<file path="src/rtl/mix_pkg.sv">
// ----------------------------------------------------------------------------
// mix_pkg
// Shared constants and types for the MIX core-memory arbiter.
//   AW, DW            memory address / word width (4096 x 31)
//   STARVE_MAX        denied cycles before a pending slot outranks st/mov
//   RD_* / WR_*       requester bit positions in the rd_req / wr_req vectors
//   RD_SRC_DEFAULT    rd_src code for the default operand address
//   wsel_e            write-port winner selection
// ----------------------------------------------------------------------------
package mix_pkg;

  localparam int AW         = 12;
  localparam int DW         = 31;
  localparam int STARVE_MAX = 7;
  localparam int NREQ       = 4;

  localparam logic [2:0] STARVE_LIM = 3'(STARVE_MAX);

  // Read requesters, bit 0 highest priority.
  localparam int RD_FETCH = 0;
  localparam int RD_OUT   = 1;
  localparam int RD_MOV   = 2;
  localparam int RD_SRAM  = 3;

  localparam logic [2:0] RD_SRC_DEFAULT = 3'd4;

  // Write requesters, bit 0 highest priority.
  localparam int WR_ST   = 0;
  localparam int WR_MOV  = 1;
  localparam int WR_IN   = 2;
  localparam int WR_SRAM = 3;

  typedef enum logic [2:0] {
    WSEL_ST   = 3'd0,
    WSEL_MOV  = 3'd1,
    WSEL_IN   = 3'd2,
    WSEL_SRAM = 3'd3,
    WSEL_NONE = 3'd4
  } wsel_e;

endpackage

</file>
<file path="src/rtl/mix_wr_slot.sv">
// ----------------------------------------------------------------------------
// mix_wr_slot
// One deferred-write slot with its starvation counter. A live request that
// finds the slot empty is always taken: either it wins the write port this
// cycle or it is parked here. While parked, the slot (not the live request)
// is the candidate presented to the write selector.
//   clk, reset_n      clock, async active-low reset
//   live_req/addr/data  requester's current write request
//   issue             this source won the write port this cycle
//   cand_valid/addr/data  candidate offered to the write selector
//   boost             slot has waited STARVE_MAX cycles; outranks st/mov
//   take              live request accepted this cycle (drives wr_ack)
//   busy              slot occupied
// ----------------------------------------------------------------------------
module mix_wr_slot
  import mix_pkg::*;
(
  input  logic          clk,
  input  logic          reset_n,
  input  logic          live_req,
  input  logic [AW-1:0] live_addr,
  input  logic [DW-1:0] live_data,
  input  logic          issue,
  output logic          cand_valid,
  output logic [AW-1:0] cand_addr,
  output logic [DW-1:0] cand_data,
  output logic          boost,
  output logic          take,
  output logic          busy
);

  logic          valid;
  logic [AW-1:0] slot_addr;
  logic [DW-1:0] slot_data;
  logic [2:0]    starve_cnt;
  logic          capture;

  // An occupied slot issues before any new live request is considered.
  assign take       = live_req & ~valid;
  assign capture    = take & ~issue;
  assign cand_valid = valid | live_req;
  assign cand_addr  = valid ? slot_addr : live_addr;
  assign cand_data  = valid ? slot_data : live_data;
  assign boost      = valid & (starve_cnt == STARVE_LIM);
  assign busy       = valid;

  // NOTE: sequential state uses non-blocking assignments so every flop samples
  // pre-edge values regardless of statement order.
  always_ff @(posedge clk or negedge reset_n) begin
    if (!reset_n) begin
      valid      <= 1'b0;
      starve_cnt <= '0;
    end else if (valid) begin
      if (issue) begin
        valid      <= 1'b0;
        starve_cnt <= '0;
      end else if (starve_cnt != STARVE_LIM) begin
        starve_cnt <= starve_cnt + 3'd1;
      end
    end else if (capture) begin
      valid      <= 1'b1;
      starve_cnt <= '0;
    end
  end

  // NOTE: payload registers are not reset; they are only observed while
  // valid is set, so a reset network on them would buy nothing.
  always_ff @(posedge clk) begin
    if (capture) begin
      slot_addr <= live_addr;
      slot_data <= live_data;
    end
  end

endmodule

</file>
<file path="src/rtl/mix_mem_arb.sv">
// ----------------------------------------------------------------------------
// mix_mem_arb
// Arbiter for the 4096x31 MIX core memory: one synchronous read port shared
// by fetch/out/mov/sram/default-operand, one write port shared by
// st/mov/in/sram, with deferred in/sram writes, bounded starvation and
// read-after-write forwarding.
//   clk, reset_n                 clock, async active-low reset
//   rd_req[4], rd_addr[4*AW]     read requests {sram,mov,out,fetch}
//   def_addr                     operand address when no read request
//   mem_raddr, rd_gnt            combinational read address / one-hot grant
//   rd_src                       registered source of the word on rd_data
//   mem_rdata, rd_data           memory output / forwarded read data
//   wr_req[4], wr_addr, wr_data  write requests {sram,in,mov,st}
//   wr_ack                       registered pulse: write issued or buffered
//   mem_we, mem_waddr, mem_wdata registered write port
//   wr_busy                      {sram,in} pending slot occupied
// ----------------------------------------------------------------------------
module mix_mem_arb
  import mix_pkg::*;
(
  input  logic               clk,
  input  logic               reset_n,
  input  logic [NREQ-1:0]    rd_req,
  input  logic [NREQ*AW-1:0] rd_addr,
  input  logic [AW-1:0]      def_addr,
  output logic [AW-1:0]      mem_raddr,
  output logic [NREQ-1:0]    rd_gnt,
  output logic [2:0]         rd_src,
  input  logic [DW-1:0]      mem_rdata,
  output logic [DW-1:0]      rd_data,
  input  logic [NREQ-1:0]    wr_req,
  input  logic [NREQ*AW-1:0] wr_addr,
  input  logic [NREQ*DW-1:0] wr_data,
  output logic [NREQ-1:0]    wr_ack,
  output logic               mem_we,
  output logic [AW-1:0]      mem_waddr,
  output logic [DW-1:0]      mem_wdata,
  output logic [1:0]         wr_busy
);

  logic [2:0]    rd_sel;
  wsel_e         win;
  logic [AW-1:0] win_addr;
  logic [DW-1:0] win_data;
  logic          we_next;
  logic          fwd_next;
  logic          fwd;
  logic [3:0]    ack_next;

  logic          in_cand,  sram_cand;
  logic [AW-1:0] in_addr,  sram_addr;
  logic [DW-1:0] in_data,  sram_data;
  logic          in_boost, sram_boost;
  logic          in_take,  sram_take;
  logic          in_busy,  sram_busy;

  // --------------------------------------------------------------------------
  // Read port: fixed priority, lowest index wins.
  // --------------------------------------------------------------------------
  // NOTE: every combinational output gets a default before any condition so
  // no path leaves it unassigned (which would infer a latch).
  always_comb begin
    rd_gnt    = '0;
    mem_raddr = def_addr;
    rd_sel    = RD_SRC_DEFAULT;
    // Descending scan so the lowest set bit is the last (winning) assignment.
    for (int i = NREQ - 1; i >= 0; i--) begin
      if (rd_req[i]) begin
        rd_gnt    = '0;
        rd_gnt[i] = 1'b1;
        mem_raddr = rd_addr[i*AW +: AW];
        rd_sel    = 3'(i);
      end
    end
  end

  // --------------------------------------------------------------------------
  // Deferred write slots.
  // --------------------------------------------------------------------------
  mix_wr_slot u_in_slot (
    .clk        (clk),
    .reset_n    (reset_n),
    .live_req   (wr_req[WR_IN]),
    .live_addr  (wr_addr[WR_IN*AW +: AW]),
    .live_data  (wr_data[WR_IN*DW +: DW]),
    .issue      (win == WSEL_IN),
    .cand_valid (in_cand),
    .cand_addr  (in_addr),
    .cand_data  (in_data),
    .boost      (in_boost),
    .take       (in_take),
    .busy       (in_busy)
  );

  mix_wr_slot u_sram_slot (
    .clk        (clk),
    .reset_n    (reset_n),
    .live_req   (wr_req[WR_SRAM]),
    .live_addr  (wr_addr[WR_SRAM*AW +: AW]),
    .live_data  (wr_data[WR_SRAM*DW +: DW]),
    .issue      (win == WSEL_SRAM),
    .cand_valid (sram_cand),
    .cand_addr  (sram_addr),
    .cand_data  (sram_data),
    .boost      (sram_boost),
    .take       (sram_take),
    .busy       (sram_busy)
  );

  // --------------------------------------------------------------------------
  // Write selector: a starved slot takes one issue ahead of st/mov.
  // --------------------------------------------------------------------------
  always_comb begin
    win = WSEL_NONE;
    if (in_boost)            win = WSEL_IN;
    else if (sram_boost)     win = WSEL_SRAM;
    else if (wr_req[WR_ST])  win = WSEL_ST;
    else if (wr_req[WR_MOV]) win = WSEL_MOV;
    else if (in_cand)        win = WSEL_IN;
    else if (sram_cand)      win = WSEL_SRAM;
  end

  always_comb begin
    win_addr = '0;
    win_data = '0;
    case (win)
      WSEL_ST: begin
        win_addr = wr_addr[WR_ST*AW +: AW];
        win_data = wr_data[WR_ST*DW +: DW];
      end
      WSEL_MOV: begin
        win_addr = wr_addr[WR_MOV*AW +: AW];
        win_data = wr_data[WR_MOV*DW +: DW];
      end
      WSEL_IN: begin
        win_addr = in_addr;
        win_data = in_data;
      end
      WSEL_SRAM: begin
        win_addr = sram_addr;
        win_data = sram_data;
      end
      default: ;
    endcase
  end

  assign we_next  = (win != WSEL_NONE);
  // A read of the word being issued would return the stale value next cycle;
  // flag it so rd_data takes the word from the write register instead.
  assign fwd_next = we_next && (mem_raddr == win_addr);
  // Slot sources ack on take (issue or capture); a slot issuing later is
  // not acked again.
  assign ack_next = {sram_take, in_take, win == WSEL_MOV, win == WSEL_ST};

  always_ff @(posedge clk or negedge reset_n) begin
    if (!reset_n) begin
      mem_we    <= 1'b0;
      mem_waddr <= '0;
      mem_wdata <= '0;
      wr_ack    <= '0;
      rd_src    <= RD_SRC_DEFAULT;
      fwd       <= 1'b0;
    end else begin
      mem_we    <= we_next;
      mem_waddr <= win_addr;
      mem_wdata <= win_data;
      wr_ack    <= ack_next;
      rd_src    <= rd_sel;
      fwd       <= fwd_next;
    end
  end

  // mem_wdata still holds the forwarded word during the cycle after issue.
  assign rd_data = fwd ? mem_wdata : mem_rdata;
  assign wr_busy = {sram_busy, in_busy};

endmodule

</file>
<file path="config.mk">
export PLATFORM = sky130hd
export DESIGN_NAME = mix_mem_arb
export DESIGN_NICKNAME = d
export VERILOG_FILES = /design/src/rtl/mix_pkg.sv /design/src/rtl/mix_wr_slot.sv /design/src/rtl/mix_mem_arb.sv
export SDC_FILE = /design/constraint.sdc
export NUM_CORES = 1
export LEC_CHECK = 0
export ABC_AREA = 1
export ABC_CLOCK_PERIOD_IN_PS = 14300
export CAP_MARGIN = 20
export CORE_ASPECT_RATIO = 0.9
export CORE_MARGIN = 3
export CORE_UTILIZATION = 25
export DETAILED_ROUTE_END_ITERATION = 10
export GPL_ROUTABILITY_DRIVEN = 0
export GPL_TIMING_DRIVEN = 0
export PLACE_DENSITY = 0.53
export SYNTH_ARGS = -nofsm -noshare
export SYNTH_HDL_FRONTEND = slang
export SYNTH_SLANG_ARGS = --single-unit
</file>
<file path="constraint.sdc">
create_clock -name clk -period 14.3 [get_ports clk]
set_clock_uncertainty 0.05 [all_clocks]
set_input_delay 2.145 -clock clk [delete_from_list [all_inputs] [get_ports clk]]
set_output_delay 2.145 -clock clk [all_outputs]
set_load 0.01 [all_outputs]
</file>
==> results of run 1 <==
## how the worst min path moves through the flow
stage	slack, ps	endpoint	cells after the start	from
floorplan	400	u_in_slot.starve_cnt[0]	1	u_in_slot.starve_cnt[0]
global placement	420	u_in_slot.starve_cnt[0]	1	u_in_slot.starve_cnt[0]
detailed placement	430	u_in_slot.starve_cnt[0]	1	u_in_slot.starve_cnt[0]
CTS	440	u_in_slot.starve_cnt[0]	1	u_in_slot.starve_cnt[0]
global route	470	u_in_slot.starve_cnt[0]	1	u_in_slot.starve_cnt[0]
finish	440	u_in_slot.starve_cnt[0]	1	u_in_slot.starve_cnt[0]
## cells in the mapped netlist
library cell and n:
a21oi_1 5, a21oi_2 2, buf_1 6, buf_2 13, buf_4 4, buf_6 2, clkbuf_1 26, clkinv_1 2
dfrtp_1 59, dfstp_2 1, edfxtp_1 86, ha_1 4, inv_1 57, inv_2 8, mux2_2 31, nand2_1 249
nand2_2 3, nand2_4 2, nand3_1 25, nand4_1 48, nor2_1 22, nor2_2 2, nor2_4 3, nor2_8 1
nor3_1 2, o2111ai_1 30, o211ai_1 30, o21ai_0 35, o22ai_1 12, o31ai_1 2, or2_2 60
## registers in the layout, indices dropped and copies added (netlist names)
register                cells
wr_ack                      4
u_sram_slot.busy            1
mem_waddr                  12
rd_src                      3
fwd                         1
mem_wdata                  31
u_sram_slot.starve_cnt      3
u_in_slot.starve_cnt        3
u_in_slot.slot_addr        12
u_in_slot.slot_data        31
u_in_slot.busy              1
mem_we                      1
u_sram_slot.slot_data      31
u_sram_slot.slot_addr      12
## worst reg2reg max path: stages (launching register included)
cell,delay [ps]
dfrtp_1,400
ha_1,210
ha_1,180
nand2_2,90
clkbuf_1,380
a21oi_2,160
buf_2,270
buf_2,250
nor3_2,390
buf_6,240
buf_6,190
## report_power, final
group | leakage (nW) | switching (mW) | internal [mW]
combinational | 3.20 | 0.394 | 0.336
sequential | 1.51 | 0.0422 | 0.554
clock | 0.291 | 0.194 | 0.279
## metal layers
| layer | routed length (um) | GRT usage |
|---|---|---|
| met3 | 2510 | 0.0557 |
| met2 | 14700 | 0.307 |
| met1 | 13900 | 0.243 |
| met4 | 353 | 0.0385 |
| met5 | 14 | 0 |
## placed cells by master (no fill, tap or decap), types with 28 or more instances in the layout
master,count
clkbuf_1,28
clkdlybuf4s50_1,369
dfrtp_1,59
edfxtp_1,86
inv_1,56
mux2_2,31
nand2_1,249
nand4_1,48
o2111ai_1,30
o211ai_1,30
o21ai_0,35
or2_2,60
## logic make-up (layout without fill, tap and decap cells)
kind of cell | count (synthesis) | after routing | share of synthesized area
flip-flops | 146 | 146 | 0.530
buffers and inverters | 118 | 526 | 0.0635
AND/OR/NAND/NOR | 417 | 417 | 0.251
AO/OA/AOI/OAI | 116 | 116 | 0.103
multiplexers | 31 | 31 | 0.0453
other | 0 | 2 | 0
adder cells (fa/ha/maj) | 4 | 4 | 0.00650
## stage by stage
stage / util / hold slack (ps)
3_3_place_gp: 0.396 / 421
5_1_grt: 0.419 / 466
2_1_floorplan: - / 397
6_report: 0.419 / 437
3_5_place_dp: 0.399 / 426
4_1_cts: 0.419 / 437
## area by class of cell
class                           instances  area (sq um)
Antenna cell                            2          5.00
Buffer                                 51           238
Clock buffer                           19           433
Clock inverter                         13           174
Fill cell                            3025         17500
Inverter                               67           251
Multi-Input combinational cell        568          3140
Sequential cell                       146          4090
Tap cell                              403           504
Timing Repair Buffer                  376          3790
==> flow_metrics.env, run 1 <==
export IMPL_cts_resized=0
export IMPL_critical_path_buf_inv_count=6
export IMPL_crit_start="rd_req[0]"
export IMPL_die_w_um=191
export IMPL_worstPathCellList="clkdlybuf4s50_1, inv_1, nand2_1, clkbuf_1, o22ai_1, inv_1, nand2_1, inv_1, clkdlybuf4s50_1"
export IMPL_cp_depth=9
export IMPL_crit_family="buffers and inverters"
export IMPL_clk_latency_ps=420
export IMPL_cts_setup_buffers=0
export IMPL_clockRootBuffer="clkbuf_16"
export IMPL_io_buffers=370
export IMPL_drive_gt1_frac=0.138
export IMPL_yosys_warnings=0
export IMPL_synth_seq_cells=146
export IMPL_seq_area_frac_synth=0.530
export IMPL_antenna_found_initial=3
export IMPL_arrival_ps=4370
export IMPL_viasPerCell=4.53
export IMPL_cts_sinks=146
export IMPL_yosys_area_top_type="edfxtp_1"
export IMPL_rr_worst_depth=10
export IMPL_end_kind="primary output"
export IMPL_rsz0062_at_grt="false"
export IMPL_max_stage_delay_ps=540
export IMPL_peakVddDrop_v=0.0000796
export IMPL_die_y_um=173
export IMPL_grt_pass1_vias=7770
export IMPL_path_clk_slew_ps=70
export IMPL_hold_buffers=0
export IMPL_synth_top_cells_by_area="edfxtp_1 (34%), dfrtp_1 (19%), nand2_1 (12%)"
export IMPL_worstHoldPathType="reg2reg"
export IMPL_finalSetupTns_ps=0
export IMPL_power_density_nw_per_um2=143
export IMPL_grt_util_all_layers=0.186
export IMPL_core_rowCount=60
export IMPL_coreArea_sq_um=30100
export IMPL_ios=373
export IMPL_synth_distinct_cells=31
export IMPL_drv_slew=0
export IMPL_grt_first_pass_wirelength_um=46700
export IMPL_syn_inst=832
export IMPL_first_pass_iters=4
export IMPL_final_min_clock_period_ps=6570
export IMPL_start_kind="input pin"
export IMPL_nNetsFinal=1504
export IMPL_dpl_hpwl_um=24100
export IMPL_syn2layout_area_growth_pct=63.8
export IMPL_gr_total_overflow=0
export IMPL_drcViolationCount=0
export IMPL_power_mw=1.80
export IMPL_max_slew_worst_pin_slew_ps=737
export IMPL_antenna_left=0
export IMPL_slowest_stage="clkdlybuf4s50_1"
export IMPL_critPathMaxFanout=10
export IMPL_cts_buffers=17
export IMPL_synth_top_area_share=0.335
export IMPL_status="finished clean"
export IMPL_dpl_cell_count=1611
export IMPL_fin_crit_sh=0.459
export IMPL_required_ps=12100
export IMPL_setup_ws_ps=7730
export IMPL_wl_per_cell_um=19.1
export IMPL_p_leak_nw=5.00
export IMPL_worst_setup_path_type="in2out"
export IMPL_r2r_end="u_in_slot.slot_data[0]"
export IMPL_drt_wl_total_um=31500
export IMPL_grt_max_degree=37
export IMPL_final_cell_area_sq_um=12600
export IMPL_cts_buffer_depth=2
export IMPL_crit_end="mem_raddr[2]"
export IMPL_cts_tree="built"
export IMPL_fmax_mhz=152
export IMPL_drt_iter0_markers=380
export IMPL_setup_viol=0
export IMPL_syn_avg_cell_area_sq_um=9.26
export IMPL_instances_no_fill=1645
export IMPL_path_common_cell="inv_1"
export IMPL_synthesis_area_sq_um=7700
export IMPL_place_ws_ps=7710
export IMPL_maxCapViolations=0
export IMPL_post_dp_cell_area_sq_um=12000
export IMPL_start_util=0.256
export IMPL_vias=7459
export IMPL_regToRegSetupSlack_ps=11190
export IMPL_mappedNetlistNets=1109
export IMPL_hold_viol_final=0
export IMPL_ctsHtreeMaxLevel=4
export IMPL_slew_limit_headroom=0.509
export IMPL_r2r_start="u_in_slot.starve_cnt[0]"
export IMPL_dieArea_sq_um=33000
No activity file was read; power rests on OpenSTA's default activity.
==> run 2: changes to the inputs <==
--- a/config.mk
+++ b/config.mk
@@ -6,7 +6,7 @@
 export NUM_CORES = 1
 export LEC_CHECK = 0
 export ABC_AREA = 1
-export ABC_CLOCK_PERIOD_IN_PS = 14300
+export ABC_CLOCK_PERIOD_IN_PS = 6450
 export CAP_MARGIN = 20
 export CORE_ASPECT_RATIO = 0.9
 export CORE_MARGIN = 3
==> constraint.sdc (replaced) <==
create_clock -name clk -period 6.45 [get_ports clk]
set_clock_uncertainty 0.05 [all_clocks]
set_input_delay 0.9675 -clock clk [delete_from_list [all_inputs] [get_ports clk]]
set_output_delay 0.9675 -clock clk [all_outputs]
set_load 0.01 [all_outputs]
==> results of run 2 <==
The final DEF is identical to that of run 1. Status: finished clean.
Main changes from that run: setup slack after placement 7710 ps -> 2220 ps; setup slack after layout 7730 ps -> 2240 ps; hold slack 437 ps -> 414 ps; register-to-register setup slack 11190 ps -> 3340 ps; total power 1.80 mW -> 3.99 mW; worst IR drop on VDD 0.0000796 V -> 0.000176 V
